[src/rtl/proc_io_hub.sv]
`default_nettype none
// ============================================================================
//  Module      : proc_io_hub
//  Description : Per-channel FIFO-buffered I/O hub between proc_fx and its
//                external valid/ready channels, with sticky error flags.
//  Revision    : 1.0 - initial release
// ============================================================================
module proc_io_hub #(
  parameter int NUBITS = 31,
  parameter int NUIOIN = 4,
  parameter int NUIOOU = 4,
  parameter int FDEPTH = 4,
  localparam int AWIN = (NUIOIN > 1) ? $clog2(NUIOIN) : 1,
  localparam int AWOU = (NUIOOU > 1) ? $clog2(NUIOOU) : 1
) (
  input  logic                     clk,
  input  logic                     rst,
  input  logic                     proc_req_in,
  input  logic [AWIN-1:0]          addr_in,
  output logic [NUBITS-1:0]        proc_din,
  input  logic                     proc_out_en,
  input  logic [AWOU-1:0]          addr_out,
  input  logic [NUBITS-1:0]        proc_dout,
  input  logic [NUIOIN*NUBITS-1:0] ext_in_data,
  input  logic [NUIOIN-1:0]        ext_in_valid,
  output logic [NUIOIN-1:0]        ext_in_ready,
  output logic [NUIOOU*NUBITS-1:0] ext_out_data,
  output logic [NUIOOU-1:0]        ext_out_valid,
  input  logic [NUIOOU-1:0]        ext_out_ready,
  output logic [NUIOIN-1:0]        req_in,
  output logic [NUIOOU-1:0]        out_en,
  output logic [NUIOIN-1:0]        in_underflow,
  output logic [NUIOOU-1:0]        out_overflow,
  input  logic                     err_clr
);

  localparam int PW = (FDEPTH > 1) ? $clog2(FDEPTH) : 1;
  localparam int CW = PW + 1;
  localparam logic [CW-1:0] c_full = CW'(FDEPTH);

  logic [NUBITS-1:0] w_in_rdval [NUIOIN];

  // Input channels: external producer pushes, processor read pops.
  for (genvar k = 0; k < NUIOIN; k++) begin : g_in
    logic [NUBITS-1:0] r_mem [FDEPTH];
    logic [PW-1:0]     r_wr_ptr;
    logic [PW-1:0]     r_rd_ptr;
    logic [CW-1:0]     r_cnt;
    logic [NUBITS-1:0] r_last;
    logic              r_uf;
    logic              w_push;
    logic              w_pop;
    logic              w_empty;

    assign req_in[k]       = proc_req_in & (addr_in == AWIN'(k));
    assign w_empty         = (r_cnt == '0);
    assign ext_in_ready[k] = (r_cnt < c_full);
    assign w_push          = ext_in_valid[k] & ext_in_ready[k];
    assign w_pop           = req_in[k] & ~w_empty;
    // An empty read repeats the last word the processor consumed.
    assign w_in_rdval[k]   = w_empty ? r_last : r_mem[r_rd_ptr];
    assign in_underflow[k] = r_uf;

    always_ff @(posedge clk) begin
      if (w_push) r_mem[r_wr_ptr] <= ext_in_data[k*NUBITS +: NUBITS];
    end

    always_ff @(posedge clk or posedge rst) begin
      if (rst) begin
        r_wr_ptr <= '0;
        r_rd_ptr <= '0;
        r_cnt    <= '0;
        r_last   <= '0;
        r_uf     <= 1'b0;
      end else begin
        if (w_push) r_wr_ptr <= r_wr_ptr + PW'(1);
        if (w_pop) begin
          r_rd_ptr <= r_rd_ptr + PW'(1);
          r_last   <= r_mem[r_rd_ptr];
        end
        if (w_push && !w_pop)      r_cnt <= r_cnt + CW'(1);
        else if (w_pop && !w_push) r_cnt <= r_cnt - CW'(1);
        r_uf <= (req_in[k] & w_empty) | (r_uf & ~err_clr);
      end
    end
  end

  always_comb begin
    proc_din = '0;
    for (int k = 0; k < NUIOIN; k++) begin
      if (req_in[k]) proc_din = w_in_rdval[k];
    end
  end

  // Output channels: processor write pushes, external consumer pops.
  for (genvar j = 0; j < NUIOOU; j++) begin : g_out
    logic [NUBITS-1:0] r_mem [FDEPTH];
    logic [PW-1:0]     r_wr_ptr;
    logic [PW-1:0]     r_rd_ptr;
    logic [CW-1:0]     r_cnt;
    logic              r_ov;
    logic              w_push;
    logic              w_pop;
    logic              w_room;

    assign out_en[j]        = proc_out_en & (addr_out == AWOU'(j));
    assign ext_out_valid[j] = (r_cnt != '0);
    assign w_pop            = ext_out_valid[j] & ext_out_ready[j];
    // A same-cycle pop frees the slot the write lands in, so a full FIFO still accepts.
    assign w_room           = (r_cnt < c_full) | w_pop;
    assign w_push           = out_en[j] & w_room;
    assign ext_out_data[j*NUBITS +: NUBITS] = r_mem[r_rd_ptr];
    assign out_overflow[j]  = r_ov;

    always_ff @(posedge clk) begin
      if (w_push) r_mem[r_wr_ptr] <= proc_dout;
    end

    always_ff @(posedge clk or posedge rst) begin
      if (rst) begin
        r_wr_ptr <= '0;
        r_rd_ptr <= '0;
        r_cnt    <= '0;
        r_ov     <= 1'b0;
      end else begin
        if (w_push) r_wr_ptr <= r_wr_ptr + PW'(1);
        if (w_pop)  r_rd_ptr <= r_rd_ptr + PW'(1);
        if (w_push && !w_pop)      r_cnt <= r_cnt + CW'(1);
        else if (w_pop && !w_push) r_cnt <= r_cnt - CW'(1);
        r_ov <= (out_en[j] & ~w_room) | (r_ov & ~err_clr);
      end
    end
  end

endmodule
`default_nettype wire

[config.mk]
export PLATFORM = sky130hd
export DESIGN_NAME = proc_io_hub
export DESIGN_NICKNAME = d
export VERILOG_FILES = /design/src/rtl/proc_io_hub.sv
export SDC_FILE = /design/constraint.sdc
export NUM_CORES = 1
export LEC_CHECK = 0
export BUFFER_PORTS_ARGS = -buffer_cell sky130_fd_sc_hd__buf_2
export CAP_MARGIN = 40
export CORE_MARGIN = 1.5
export CORE_UTILIZATION = 40
export CTS_CLUSTER_DIAMETER = 120
export DETAILED_ROUTE_END_ITERATION = 10
export SETUP_SLACK_MARGIN = 0.02
export SLEW_MARGIN = 20
export SYNTH_ARGS = -nofsm -noshare
export SYNTH_HDL_FRONTEND = slang
export SYNTH_SLANG_ARGS = --single-unit
[constraint.sdc]
create_clock -name clk -period 7.6 [get_ports clk]
set_clock_uncertainty 0.05 [all_clocks]
set_input_delay 1.52 -clock clk [delete_from_list [all_inputs] [get_ports clk]]
set_output_delay 1.52 -clock clk [all_outputs]
set_load 0.01 [all_outputs]
==> impl_summary.md <==
Run status
The flow ran to the end, and the final reports show no timing, DRC or antenna violations.

Logic synthesis
The average cell area after synthesis is 19.86 µm². By count the netlist is led by edfxtp_1, nand2_1, mux4_2. The cell count after synthesis came out at 2287. The synthesized design contains 1180 register bits. The count of synthesis-stage warnings from yosys is 0.

The top cell type by total area after synthesis is edfxtp_1. Counting flops with a built-in enable in the synthesized netlist gives 992. Yosys attributes the largest share of cell area to edfxtp_1, mux4_2, dfrtp_1. The cell area that synthesis handed to floorplanning was 0.04543 mm².

For this run, asynchronously set or reset flops after synthesis account for 0.1593. The fraction of synthesized cell area taken by the top area cell type is 0.6557. The most used standard cell by instance count after synthesis is edfxtp_1. The number of nets in the synthesized netlist is ~2500. The post-synthesis sequential area ratio is 0.7593. The count of different cell masters after synthesis is 42. The main flop type after synthesis is edfxtp_1.

Timing
The top achievable clock speed is 188.1 MHz. Subtracting the final worst setup slack from the clock period gives 5315 ps. The post-layout worst setup margin is 2285 ps. The number of hold violations in the final report is 0. The final max-slew violation count is 0. For the pin with the worst max-slew slack, the measured transition is 876.0 ps. In the finished design, the share of the clock period the worst path needs comes to 0.6993. Setup total negative slack on the finished layout was measured at 0 ps. The count of endpoints failing setup in the final report is 0.

Measured against its own limit, the worst slew margin works out to 0.4160. Setup repair after global routing left no endpoint under its margin.

Critical path
The endpoint kind of the worst setup timing path is an output pin. The dominant delay contributor by cell family on the critical path is simple AND/OR/NAND/NOR gates. The data arrival time at the worst-slack endpoint is 3740 ps. The worst setup path is of the in -> out kind. The startpoint class of the critical path is an input port. The largest stage delay on the critical path is 750 ps. Along the worst path, the maximum fanout reaches 38. Together, buffers and inverters on the worst path number 3. STA puts the critical path data required time at 6030 ps. The critical path goes through buf_2, and3_2, buf_4, nand3_1, and4_1, nand3_1, buf_2. On the critical path, the stage with the largest delay is an instance of and3_2.

Power
The share of total power dissipated in combinational logic is 0.264. Summed over all nets, the switching power comes to 6.009 mW. The internal portion of the total power is 13.59 mW. VDD sags by at most 0.0002456 V.

The leakage power is between 15 and 20 nW. The switching part of the total power is 0.3066. Total power for the finished layout comes to just under 20 mW. The share of power burned in registers is 0.439. The clock share of power is 0.297. The power per cell area is 370.1 mW/mm².

Die
The core area is between 0.1 and 0.15 mm². In this run the horizontal extent of the chip is 340 µm. The die boundary height is 340 µm. The die covers about 0.12 mm².

The number of placement rows is 123. For this configuration, the core starts out at a cell density of 0.4038. The boundary pin count is 351.

Routing
The number of violations reported at the end of detailed-routing iteration 0 is 2148. The number of vias per cell after detailed routing is 5.419. In the final routed layout, each cell accounts on average for 26.43 µm. The final route contains 23350 vias. For this block, the routed nets add up to 113900 µm of wire. The final routed DRC violation total is 0. The final antenna-violating net count is 0. Before antenna repair, the detailed router went through 6 iterations.

Clocking
The tree is rooted in a clkbuf_16. The number of setup buffers added after CTS is 0. In this run, CTS created clock tree buffers numbering around 120. Clock-pin slew was measured on the worst setup and hold paths at 60 ps.

Clock tree synthesis found a total of 1180 sinks. In this run, post-CTS hold repair placed 0 buffers. The count of cells resized by post-cts repair is 0. The H-tree was split into 3 levels. The TritonCTS clock tree is built. The maximum clock insertion buffer count is 3. The clock insertion delay at the later pin of the skew report is 720 ps.

GRT
The sum of overflow across all layers after global routing is 0. The global-route wire length before repair is between 150000 and 200000 µm. The number of antenna violations at the first check in global routing is 39. The maximum number of pins on one net before global-route repair is 64. The via count of the first global-routing pass came to 24140. The combined global-route utilization of all metal layers is 0.1969.

Place
Detailed placement ended at an HPWL of approximately 74000 µm. Input and output buffers added on the ports amount to 350. The worst setup timing slack at the placement stage is 2387 ps. The placer's final routability congestion estimate is around 0.84.

The cell count after placement is 4069.

Flow run
Max-cap violations in this run came to 0.

Layout
The final instance count without filler cells is 4309. After the last flow step, the layout net total stands at 2914. In the final layout, the share of cells above drive strength 1 is 0.3087. Measured on the finished design, the core utilization comes to 0.4706.

Compared with the post-synthesis result, the final layout area differs by 16.55%.

Worst hold path
The path class of the tightest hold or removal check is reg -> reg.
[worst paths after layout]
| check | startpoint | to | slack, ps | cells past startpoint |
|---|---|---|---|---|
| min reg2reg | g_out[2].r_rd_ptr[0] | g_out[2].r_rd_ptr[0] | 420 | 1 |
| min in group asynchronous | rst | g_in[1].r_wr_ptr[0] | 760 | 2 |
| min | g_out[2].r_rd_ptr[0] | g_out[2].r_rd_ptr[0] | 420 | 1 |
| max | addr_in[0] | proc_din[23] | 2290 | 7 |
| max reg2reg | g_in[2].r_cnt[0] | g_in[2].r_cnt[2] | 4020 | 10 |
| max in group asynchronous | rst | g_in[3].r_last[25] | 5610 | 4 |
[cell families (layout without fill, tap and decap cells)]
logic type,count (synthesis),count (layout),synth area share
AO/OA/AOI/OAI,103,103,0.01840
XOR/XNOR,48,48,0.009254
adder cells (fa/ha/maj),48,48,0.01454
buffers and inverters,169,681,0.02033
flip-flops,1180,1180,0.7593
multiplexers,267,267,0.1292
other,0,10,0
AND/OR/NAND/NOR,472,472,0.04894
[per-stage QoR]
step,hold WS (ps),instance area (µm²)
2_1_floorplan,395.5,45430
3_3_place_gp,407.0,48750
3_5_place_dp,411.3,48920
4_1_cts,420.2,52870
5_1_grt,434.4,52920
6_report,418.2,52950
[cell usage in the layout, fill, tap and decap left out, types with 9 or more instances in the layout]
cell / n
bufinv_16: 9
mux4_1: 18
mux2_2: 18
xnor2_1: 36
inv_1: 34
clkinv_2: 22
buf_2: 350
buf_4: 57
xor2_1: 12
ha_1: 40
clkbuf_16: 124
diode_2: 10
clkbuf_1: 34
mux4_2: 230
nand2_1: 249
and4_1: 23
clkinv_1: 21
nand3_1: 120
nor2_1: 9
a32oi_1: 65
dfrtp_2: 10
and2_1: 30
dfrtp_1: 178
edfxtp_1: 992
[flip-flops by register name, summed over array words and instances, names as in the netlist, 8 cells and up]
register / cells
g_out.r_wr_ptr: 8
g_in.r_last: 124
g_in.r_mem: 496
g_out.r_rd_ptr: 8
g_in.r_wr_ptr: 8
g_in.r_rd_ptr: 8
g_out.r_mem: 496
g_in.r_cnt: 12
g_out.r_cnt: 12
[metal layers]
metal | share of wire | up-vias | track usage
met4 | 0.036 | 32 | 0.06892
met3 | 0.080 | 220 | 0.04720
li1 | - | 9931 | -
met5 | 0.0018 | - | 0
met1 | 0.40 | 12240 | 0.2581
met2 | 0.48 | 930 | 0.3218
[power by group through the flow]
stage	sequential, mW	clock (mW)	combinational (mW)
after CTS	8.64	5.95	5.24
after detailed placement	8.76	0	5.21
after global routing	8.71	6.19	5.53
after global placement	8.71	0	5.08
final	8.60	5.83	5.17
after floorplan	8.46	0	3.40
[area by class of cell]
cell class | instances | area [µm²]
fillers | 9377 | 59550
flip-flops and latches | 1180 | 34510
multi-input cells | 938 | 10050
clock buffers | 166 | 3341
repair buffers | 415 | 2385
well taps | 1500 | 1877
clock inverters | 62 | 616.8
inverters | 38 | 150.1
diodes | 10 | 25.02
No activity file was read; power rests on OpenSTA's default activity.
